**config.mk**
```make
export PLATFORM = sky130hd
export DESIGN_NAME = decode_imm_stage
export DESIGN_NICKNAME = d
export VERILOG_FILES = /design/src/rtl/decode_pkg.sv /design/src/rtl/imm_decode.sv /design/src/rtl/decode_imm_stage.sv
export SDC_FILE = /design/constraint.sdc
export NUM_CORES = 1
export LEC_CHECK = 0
export BUFFER_PORTS_ARGS = -buffer_cell sky130_fd_sc_hd__clkbuf_2
export CAP_MARGIN = 20
export CORE_MARGIN = 8
export CORE_UTILIZATION = 40
export DETAILED_ROUTE_END_ITERATION = 12
export GPL_ROUTABILITY_DRIVEN = 0
export PLACE_DENSITY_LB_ADDON = 0.12
export SLEW_MARGIN = 5
export SYNTH_ARGS = -nofsm -noshare
export SYNTH_HDL_FRONTEND = slang
export SYNTH_SLANG_ARGS = --single-unit
```
**constraint.sdc**
```tcl
create_clock -name clk -period 4.6 [get_ports clk]
set_input_delay 0.69 -clock clk [delete_from_list [all_inputs] [get_ports clk]]
set_output_delay 0.69 -clock clk [all_outputs]
set_load 0.03 [all_outputs]
```
**src/rtl/decode_pkg.sv**
```systemverilog
// ---------------------------------------------------------------------------
// decode_pkg
// Shared definitions for the decode/immediate stage:
//   - fmt_e      : instruction format codes carried on out_fmt
//   - OPC_*      : RISC-V major opcode constants
//   - rv64_ops_legal() : tells whether the RV64-only "W" opcodes
//                        (OP-IMM-32, OP-32) are legal for a given XLEN
// No ports (package).
// ---------------------------------------------------------------------------
package decode_pkg;

    typedef enum logic [2:0] {
        FMT_R = 3'd0,
        FMT_I = 3'd1,
        FMT_S = 3'd2,
        FMT_B = 3'd3,
        FMT_U = 3'd4,
        FMT_J = 3'd5,
        FMT_Z = 3'd6,
        FMT_X = 3'd7
    } fmt_e;

    localparam logic [6:0] OPC_OP_IMM    = 7'b0010011;
    localparam logic [6:0] OPC_LOAD      = 7'b0000011;
    localparam logic [6:0] OPC_JALR      = 7'b1100111;
    localparam logic [6:0] OPC_STORE     = 7'b0100011;
    localparam logic [6:0] OPC_BRANCH    = 7'b1100011;
    localparam logic [6:0] OPC_LUI       = 7'b0110111;
    localparam logic [6:0] OPC_AUIPC     = 7'b0010111;
    localparam logic [6:0] OPC_JAL       = 7'b1101111;
    localparam logic [6:0] OPC_OP        = 7'b0110011;
    localparam logic [6:0] OPC_OP_IMM_32 = 7'b0011011;
    localparam logic [6:0] OPC_OP_32     = 7'b0111011;
    localparam logic [6:0] OPC_SYSTEM    = 7'b1110011;

    // The word-sized ALU opcodes only exist on a 64-bit datapath.
    function automatic logic rv64_ops_legal(input int xlen);
        return (xlen == 64);
    endfunction

endpackage

```
**src/rtl/imm_decode.sv**
```systemverilog
// ---------------------------------------------------------------------------
// imm_decode
// Purely combinational opcode decode and immediate extraction.
// Optional feature macro: DECODE_IMM_ZICSR_EN (decode SYSTEM/CSR opcodes).
// Ports:
//   instr   in  32    raw instruction word
//   imm     out XLEN  sign-extended immediate (0 for R and illegal)
//   fmt     out 3     instruction format code (fmt_e)
//   illegal out 1     opcode not recognised for this build/XLEN
// ---------------------------------------------------------------------------
module imm_decode
    import decode_pkg::*;
#(
    parameter int XLEN = 32
) (
    input  logic [31:0]     instr,
    output logic [XLEN-1:0] imm,
    output fmt_e            fmt,
    output logic            illegal
);

    localparam logic WIDE_OK = rv64_ops_legal(XLEN);

    logic [6:0]  opcode;
    logic [31:0] i_imm;
    logic [31:0] s_imm;
    logic [31:0] b_imm;
    logic [31:0] u_imm;
    logic [31:0] j_imm;
    logic [31:0] imm32;

    // Every RISC-V immediate fits in 32 bits, so each format is assembled as
    // a 32-bit value whose bit 31 already carries the sign; widening to XLEN
    // is then a single signed cast.  This also gives U-type its sign
    // extension above bit 31 on a 64-bit datapath.
    assign opcode = instr[6:0];
    assign i_imm  = {{20{instr[31]}}, instr[31:20]};
    assign s_imm  = {{20{instr[31]}}, instr[31:25], instr[11:7]};
    assign b_imm  = {{20{instr[31]}}, instr[7], instr[30:25], instr[11:8], 1'b0};
    assign u_imm  = {instr[31:12], 12'b0};
    assign j_imm  = {{12{instr[31]}}, instr[19:12], instr[20], instr[30:21], 1'b0};

`ifdef DECODE_IMM_ZICSR_EN
    logic [2:0]  funct3;
    logic [31:0] z_imm;

    assign funct3 = instr[14:12];
    assign z_imm  = {27'b0, instr[19:15]};
`endif

    // Format selection.  Anything not explicitly recognised falls through to
    // the defaults: format X, zero immediate and the illegal flag set.  The
    // beat itself is never suppressed here; the stage downstream delivers it.
    always_comb begin
        imm32   = '0;
        fmt     = FMT_X;
        illegal = 1'b1;
        case (opcode)
            OPC_OP_IMM, OPC_LOAD, OPC_JALR: begin
                imm32   = i_imm;
                fmt     = FMT_I;
                illegal = 1'b0;
            end
            OPC_STORE: begin
                imm32   = s_imm;
                fmt     = FMT_S;
                illegal = 1'b0;
            end
            OPC_BRANCH: begin
                imm32   = b_imm;
                fmt     = FMT_B;
                illegal = 1'b0;
            end
            OPC_LUI, OPC_AUIPC: begin
                imm32   = u_imm;
                fmt     = FMT_U;
                illegal = 1'b0;
            end
            OPC_JAL: begin
                imm32   = j_imm;
                fmt     = FMT_J;
                illegal = 1'b0;
            end
            OPC_OP: begin
                fmt     = FMT_R;
                illegal = 1'b0;
            end
            OPC_OP_IMM_32: begin
                if (WIDE_OK) begin
                    imm32   = i_imm;
                    fmt     = FMT_I;
                    illegal = 1'b0;
                end
            end
            OPC_OP_32: begin
                if (WIDE_OK) begin
                    fmt     = FMT_R;
                    illegal = 1'b0;
                end
            end
`ifdef DECODE_IMM_ZICSR_EN
            OPC_SYSTEM: begin
                case (funct3)
                    3'b001, 3'b010, 3'b011: begin
                        imm32   = i_imm;
                        fmt     = FMT_I;
                        illegal = 1'b0;
                    end
                    3'b101, 3'b110, 3'b111: begin
                        imm32   = z_imm;
                        fmt     = FMT_Z;
                        illegal = 1'b0;
                    end
                    default: begin
                        imm32   = '0;
                        fmt     = FMT_X;
                        illegal = 1'b1;
                    end
                endcase
            end
`endif
            default: begin
                imm32   = '0;
                fmt     = FMT_X;
                illegal = 1'b1;
            end
        endcase
    end

    assign imm = XLEN'($signed(imm32));

endmodule

```
**src/rtl/decode_imm_stage.sv**
```systemverilog
// ---------------------------------------------------------------------------
// decode_imm_stage
// One pipeline stage that decodes the instruction format and immediate and
// registers the result behind a 2-entry (main + skid) valid/ready buffer.
// Optional feature macro: DECODE_IMM_ZICSR_EN (passed through to imm_decode).
// Ports:
//   clk, rst (sync, active-high), flush (drop everything held)
//   upstream  : in_valid, in_ready, in_instr[31:0], in_pc[XLEN-1:0]
//   downstream: out_valid, out_ready, out_instr[31:0], out_pc[XLEN-1:0],
//               out_imm[XLEN-1:0], out_fmt[2:0], out_illegal
// ---------------------------------------------------------------------------
module decode_imm_stage
    import decode_pkg::*;
#(
    parameter int XLEN = 32
) (
    input  logic            clk,
    input  logic            rst,
    input  logic            flush,
    input  logic            in_valid,
    output logic            in_ready,
    input  logic [31:0]     in_instr,
    input  logic [XLEN-1:0] in_pc,
    output logic            out_valid,
    input  logic            out_ready,
    output logic [31:0]     out_instr,
    output logic [XLEN-1:0] out_pc,
    output logic [XLEN-1:0] out_imm,
    output logic [2:0]      out_fmt,
    output logic            out_illegal
);

    logic [XLEN-1:0] dec_imm;
    fmt_e            dec_fmt;
    logic            dec_illegal;

    logic            main_valid;
    logic [31:0]     main_instr;
    logic [XLEN-1:0] main_pc;
    logic [XLEN-1:0] main_imm;
    fmt_e            main_fmt;
    logic            main_illegal;

    logic            skid_valid;
    logic [31:0]     skid_instr;
    logic [XLEN-1:0] skid_pc;
    logic [XLEN-1:0] skid_imm;
    fmt_e            skid_fmt;
    logic            skid_illegal;

    logic            in_ready_q;
    logic            accept;
    logic            complete;
    logic            main_valid_nxt;
    logic            skid_valid_nxt;
    logic            load_main_from_in;
    logic            load_main_from_skid;
    logic            load_skid;

    imm_decode #(
        .XLEN(XLEN)
    ) u_imm_decode (
        .instr  (in_instr),
        .imm    (dec_imm),
        .fmt    (dec_fmt),
        .illegal(dec_illegal)
    );

    assign accept   = in_valid && in_ready_q;
    assign complete = main_valid && out_ready;

    // Buffer steering.  Main is "free" when empty or draining this cycle; a
    // free main first refills from skid (older beat) and otherwise straight
    // from the input, so a beat normally sees one cycle of latency and a
    // simultaneous accept+complete swaps main with no bubble.  Only when main
    // is stuck does a new beat park in skid.  in_ready is low whenever skid
    // is occupied, so an accept and a skid-to-main move never coincide.
    always_comb begin
        main_valid_nxt      = main_valid;
        skid_valid_nxt      = skid_valid;
        load_main_from_in   = 1'b0;
        load_main_from_skid = 1'b0;
        load_skid           = 1'b0;
        if (!main_valid || complete) begin
            if (skid_valid) begin
                load_main_from_skid = 1'b1;
                main_valid_nxt      = 1'b1;
                skid_valid_nxt      = 1'b0;
            end else if (accept) begin
                load_main_from_in   = 1'b1;
                main_valid_nxt      = 1'b1;
            end else begin
                main_valid_nxt      = 1'b0;
            end
        end else if (accept) begin
            load_skid      = 1'b1;
            skid_valid_nxt = 1'b1;
        end
    end

    // State and payload registers.  Reset wins over flush, and flush wins
    // over any handshake: a beat offered alongside flush is simply ignored.
    // Payload fields are left untouched by flush since the valids cover them.
    // in_ready is registered from the next skid state so it always equals
    // the inverse of the registered skid_valid.
    always_ff @(posedge clk) begin
        if (rst) begin
            main_valid   <= 1'b0;
            skid_valid   <= 1'b0;
            in_ready_q   <= 1'b1;
            main_instr   <= '0;
            main_pc      <= '0;
            main_imm     <= '0;
            main_fmt     <= FMT_R;
            main_illegal <= 1'b0;
            skid_instr   <= '0;
            skid_pc      <= '0;
            skid_imm     <= '0;
            skid_fmt     <= FMT_R;
            skid_illegal <= 1'b0;
        end else if (flush) begin
            main_valid <= 1'b0;
            skid_valid <= 1'b0;
            in_ready_q <= 1'b1;
        end else begin
            main_valid <= main_valid_nxt;
            skid_valid <= skid_valid_nxt;
            in_ready_q <= !skid_valid_nxt;
            if (load_main_from_skid) begin
                main_instr   <= skid_instr;
                main_pc      <= skid_pc;
                main_imm     <= skid_imm;
                main_fmt     <= skid_fmt;
                main_illegal <= skid_illegal;
            end else if (load_main_from_in) begin
                main_instr   <= in_instr;
                main_pc      <= in_pc;
                main_imm     <= dec_imm;
                main_fmt     <= dec_fmt;
                main_illegal <= dec_illegal;
            end
            if (load_skid) begin
                skid_instr   <= in_instr;
                skid_pc      <= in_pc;
                skid_imm     <= dec_imm;
                skid_fmt     <= dec_fmt;
                skid_illegal <= dec_illegal;
            end
        end
    end

    assign in_ready    = in_ready_q;
    assign out_valid   = main_valid;
    assign out_instr   = main_instr;
    assign out_pc      = main_pc;
    assign out_imm     = main_imm;
    assign out_fmt     = main_fmt;
    assign out_illegal = main_illegal;

endmodule

```
Word-level counts from Yosys, hierarchy flattened --
Cells that the tools add are included.
Cells by class: equality and inequality tests 9, mux-type cells 22, bitwise gates (word level) 1, reductions and logical operators 12
Operators with widths (number):
- $mux W32 | 6
- $pmux W32 S5 | 1
- $eq A7 B6 Y1 const B | 3
- $eq A7 B7 Y1 const B | 3
- $pmux W3 S6 | 1
- $eq A7 B5 Y1 const B | 2
- $mux W1 | 12
- $reduce_or A9 Y1 | 1
- $eq A7 B2 Y1 const B | 1
- $mux W3 | 2
- $reduce_and A2 Y1 | 2
- $reduce_or A2 Y1 | 2
- $reduce_or A3 Y1 | 1
- $logic_and A1 B1 Y1 | 2
- $logic_not A1 Y1 | 2
- $reduce_bool A2 Y1 | 1
- $logic_or A1 B1 Y1 | 1
- $not A1 Y1 | 1
Word-level totals: bits in registers 203, input port bits 69, output and inout port bits 102, logic and storage cells 57

Logic depth before layout (Yosys ltp) --
depth after elaboration 6, gate-level depth with buffers 8, gate-level depth less buffers 4

By module --
From an unflattened synthesis, not the netlist that was laid out.
Unflattened totals: cell total of the unflattened synthesis 1098, area, all modules 10301.1 um^2
By module, submodules not included:
- decode_imm_stage | instances 1, cells an instance 1011, area each 9710.6 um^2, seq. area each 4063.9 um^2
- imm_decode | instances 1, cells an instance 87, area each 590.6 um^2, seq. area each 0.0 um^2

Least setup slack after synthesis --
OpenSTA, ideal clock, no wires.
path type input port to flip-flop, start input flush, end register main_fmt[2] (netlist: out_fmt[2]), setup time 139 ps, arrival 1877 ps, data required time 4461 ps, setup slack 2584 ps, stages on the path 5, path buffers 2, cell sequence buf_2 -> or4_1 -> buf_2 -> nor4_4 -> a221oi_1
On the way: word-level cells in the longest chain between the ends 2
Ends and longest elaborated chain:
- start: declaration | RTL line decode_imm_stage.sv:19 | input logic flush,
- $not A1 Y1 (no source line)
- $reduce_and A2 Y1 (no source line)
- end signal: assignment | RTL line decode_imm_stage.sv:133 | main_fmt <= skid_fmt;
- end signal: assignment | RTL line decode_imm_stage.sv:139 | main_fmt <= dec_fmt;
- end: declaration | RTL line decode_imm_stage.sv:41 | fmt_e main_fmt;
Every way passes these cells. A chain may end at the register's enable or synchronous reset.

Final worst setup path --
start register skid_valid, end register main_pc[22] (netlist: out_pc[22])
On the way: word-level cells in the longest chain between the ends 4, elaborated cells between the ends (all ways) 7, those cells by class 5 x mux; 2 x reduce/logical
Ends and longest elaborated chain:
- start: declaration | RTL line decode_imm_stage.sv:44 | logic skid_valid;
- start signal: assignment | RTL line decode_imm_stage.sv:127 | skid_valid <= skid_valid_nxt;
- $mux W1 | RTL line decode_imm_stage.sv:85 | if (skid_valid) begin
- $mux W1 | RTL line decode_imm_stage.sv:84 | if (!main_valid || complete) begin
- $reduce_bool A2 Y1 (no source line)
- $reduce_and A2 Y1 (no source line)
- end signal: assignment | RTL line decode_imm_stage.sv:131 | main_pc <= skid_pc;
- end signal: assignment | RTL line decode_imm_stage.sv:137 | main_pc <= in_pc;
- end: declaration | RTL line decode_imm_stage.sv:39 | logic [XLEN-1:0] main_pc;
Parallel ways exist; a longest one is shown, timed or not.

==> results.yml <==
drt:
  via_per_inst: 5.50
  drt_iter0_drc: 481
  antenna_left: 0
  vias: 7608
  drc: 0
  wl_per_cell_um: 18.4
  dr.pass1.iters: 5
  wirelength_mm: 25.4
pwr:
  seq_power_share_pct: 44.4
  p_leak_nw: 3.70
  peakVddDrop_v: 0.000424
  swShare_pct: 25.2
  p_int_mw: 3.11
  p_switching_mw: 1.05
  finalPower_mw: 4.16
  p_clk_share_pct: 45.4
  pwr-share-comb_pct: 10.2
  powerDensity_nw_per_um2: 413
hold_path:
  min_path_type: "in -> reg"
outcome:
  outcome: "finished clean"
yosys:
  syn_avg_cell_area_um2: 8.53
  synth-seq-cells: 203
  synth_edf_count: 0
  yosys_warnings: 0
  ys_types: 53
  async_reset_ff_share_pct: 0
  synth_ff_type: "dfxtp_1"
  synth_fp_nets: 1052
  synth_cells: 983
  syn_area_um2: 8390
  seq_area_frac_synth_pct: 48.5
global_route:
  grt_usage_pct: 18.9
  grt_pass1_vias: 7364
  grt_max_degree: 118
  antenna_found_initial: 0
  grt_pass1_wl_mm: 40.8
  overflow: 0
final_layout:
  drive_gt1_share_pct: 24.2
  final_common_cell: "dfxtp_1"
  multi_input_area_um2: 3890
  syn_to_final_growth_pct: 20.1
  finish.utilization_pct: 48.4
  fill_cells: 2079
  mostFrequentLayoutCells: "dfxtp_1 (203), nand2_1 (178), clkbuf_2 (169)"
  nNetsFinal: 1162
  diodes: 0
  regArea_um2: 4060
placement:
  hpwl_mm: 15.7
  port-buffer-count: 170
timing:
  fin_tns_setup_ns: 0
  rsz0062_at_grt: "no"
  fmax_mhz: 353
  slew_headroom_pct: 28.5
  min_period_ns: 2.83
  worst_slew_pin_slew_ns: 1.07
  setup_viol: 0
  hold_viol: 0
  skew_ns: 0.00936
  finalCritPeriodShare_pct: 61.5
  slew_violations: 0
setup_path:
  cp-start-kind: "register"
  cp_slowest_cell: "dfxtp_1"
  worst_ep_arrival_time_ns: 3.24
  cp.buffers_inverters: 2
  critPathRequiredTime_ns: 5.01
  crit_path_end_kind: "register"
  crit_chain: "clkinv_2 -> nor2_4 -> buf_12 -> a221oi_1 -> nor3_1"
  max_stage_delay_ns: 0.73
  worstPathMaxFanout: 52
  path_class: "reg -> reg"
  cp_top_family: "buffers and inverters"
clock_tree:
  h-tree-depth: 1
  numCtsBuffers: 23
  cts-root-buf: "clkbuf_16"
  post_cts_buffers: 0
  cts_tree: "yes"
  cts.sinks: 203
  clkTransAtPathRegs_ns: 0.06
  clk_latency_ns: 0.50
  cts.path.max_buffers: 3
  cts_hold_buf: 0
  cts_resized: 0
floorplanning:
  die_area_um2: 25900
  std_cell_rows: 53
  start_util_pct: 40.3
  fp.dieW_um: 161
  core_area_um2: 20800
  fp.dieH_um: 161
  pin_count: 171
run:
  max-cap-violations: 0
==> power groups by stage <==
stage | registers [mW] | clock network (mW) | logic [mW]
6_report | 1.85 | 1.89 | 0.424
4_1_cts | 1.85 | 1.95 | 0.429
2_1_floorplan | 1.98 | 0 | 0.179
3_5_place_dp | 1.89 | 0 | 0.428
5_1_grt | 1.85 | 2.00 | 0.464
3_3_place_gp | 1.89 | 0 | 0.427
==> cells in the mapped netlist, drive strengths merged (2+ instances only) <==
| cell | count | area, µm² |
|---|---|---|
| dfxtp | 203 | 4060 |
| nand2 | 179 | 674 |
| nor2 | 103 | 389 |
| a221oi | 82 | 843 |
| a21oi | 81 | 413 |
| nor3 | 75 | 385 |
| buf | 50 | 283 |
| clkbuf | 47 | 176 |
| o21ai | 39 | 195 |
| a211oi | 28 | 260 |
| nand3 | 24 | 120 |
| nor4 | 11 | 90.1 |
| nand2b | 10 | 62.6 |
| o2111ai | 8 | 70.1 |
| inv | 5 | 18.8 |
| a32oi | 4 | 35.0 |
| nor2b | 4 | 25.0 |
| or3 | 4 | 25.0 |
| a32o | 2 | 20.0 |
| and3 | 2 | 12.5 |
| nand4b | 2 | 23.8 |
| nor4bb | 2 | 20.0 |
| o32ai | 2 | 25.0 |
| or4 | 2 | 15.0 |
==> stage by stage <==
stage	instances	hold WS (ns)	area [µm²]	setup WS [ns]
2_1_floorplan	983	0.436	8390	2.58
3_3_place_gp	1340	0.432	9270	1.73
3_5_place_dp	1342	0.437	9280	1.66
4_1_cts	1383	0.405	10100	1.82
5_1_grt	1384	0.428	10100	1.54
6_report	1384	0.434	10100	1.77
==> worst register-to-register path, stage by stage (launching register included) <==
cell      delay, ns
dfxtp_1        0.73
clkinv_2       0.55
nor2_4         0.71
buf_12         0.36
a221oi_1       0.21
nor3_1         0.19
==> area by class of cell <==
type	instances	area share [%]
clock buffer	32	6.55
clock inverter	9	1.23
inverter	5	0.199
multi-input combinational	678	38.6
sequential	203	40.4
tap	275	3.42
timing repair buffer	182	9.60
==> state kept, by name, summed over array words and instances (netlist names) <==
signal	count
out_valid	1
in_ready	1
skid_imm	32
skid_valid	1
out_instr	32
skid_fmt	3
out_imm	32
skid_pc	32
skid_illegal	1
skid_instr	32
out_pc	32
out_illegal	1
out_fmt	3
==> logic make-up after synthesis <==
kind of cell	after synthesis	synth area share, %
AO/OA/AOI/OAI	256	23.4
buffers and inverters	102	5.70
AND/OR/NAND/NOR	421	22.3
flip-flops	203	48.5
multiplexers	1	0.179
==> layer usage <==
| metal | track usage [%] | wire, µm | up-vias | share of wire [%] |
|---|---|---|---|---|
| li1 | - | - | 3741 | - |
| met1 | 25.7 | 11600 | 3595 | 46 |
| met2 | 30.0 | 11500 | 239 | 45 |
| met3 | 4.20 | 1740 | 33 | 6.8 |
| met4 | 4.55 | 488 | 0 | 1.9 |
| met5 | 0 | 0 | - | 0 |
==> worst paths after layout <==
path / end / cells after the start / slack [ns] / start
worst min-delay path: skid_pc[27] / 3 / 0.43 / in_pc[27]
worst max-delay path: out_pc[22] / 5 / 1.77 / skid_valid
worst min register to register: out_imm[31] / 2 / 0.45 / out_imm[31]
worst max register to register: out_pc[22] / 5 / 1.77 / skid_valid
Power figures use the tool's default switching activity.
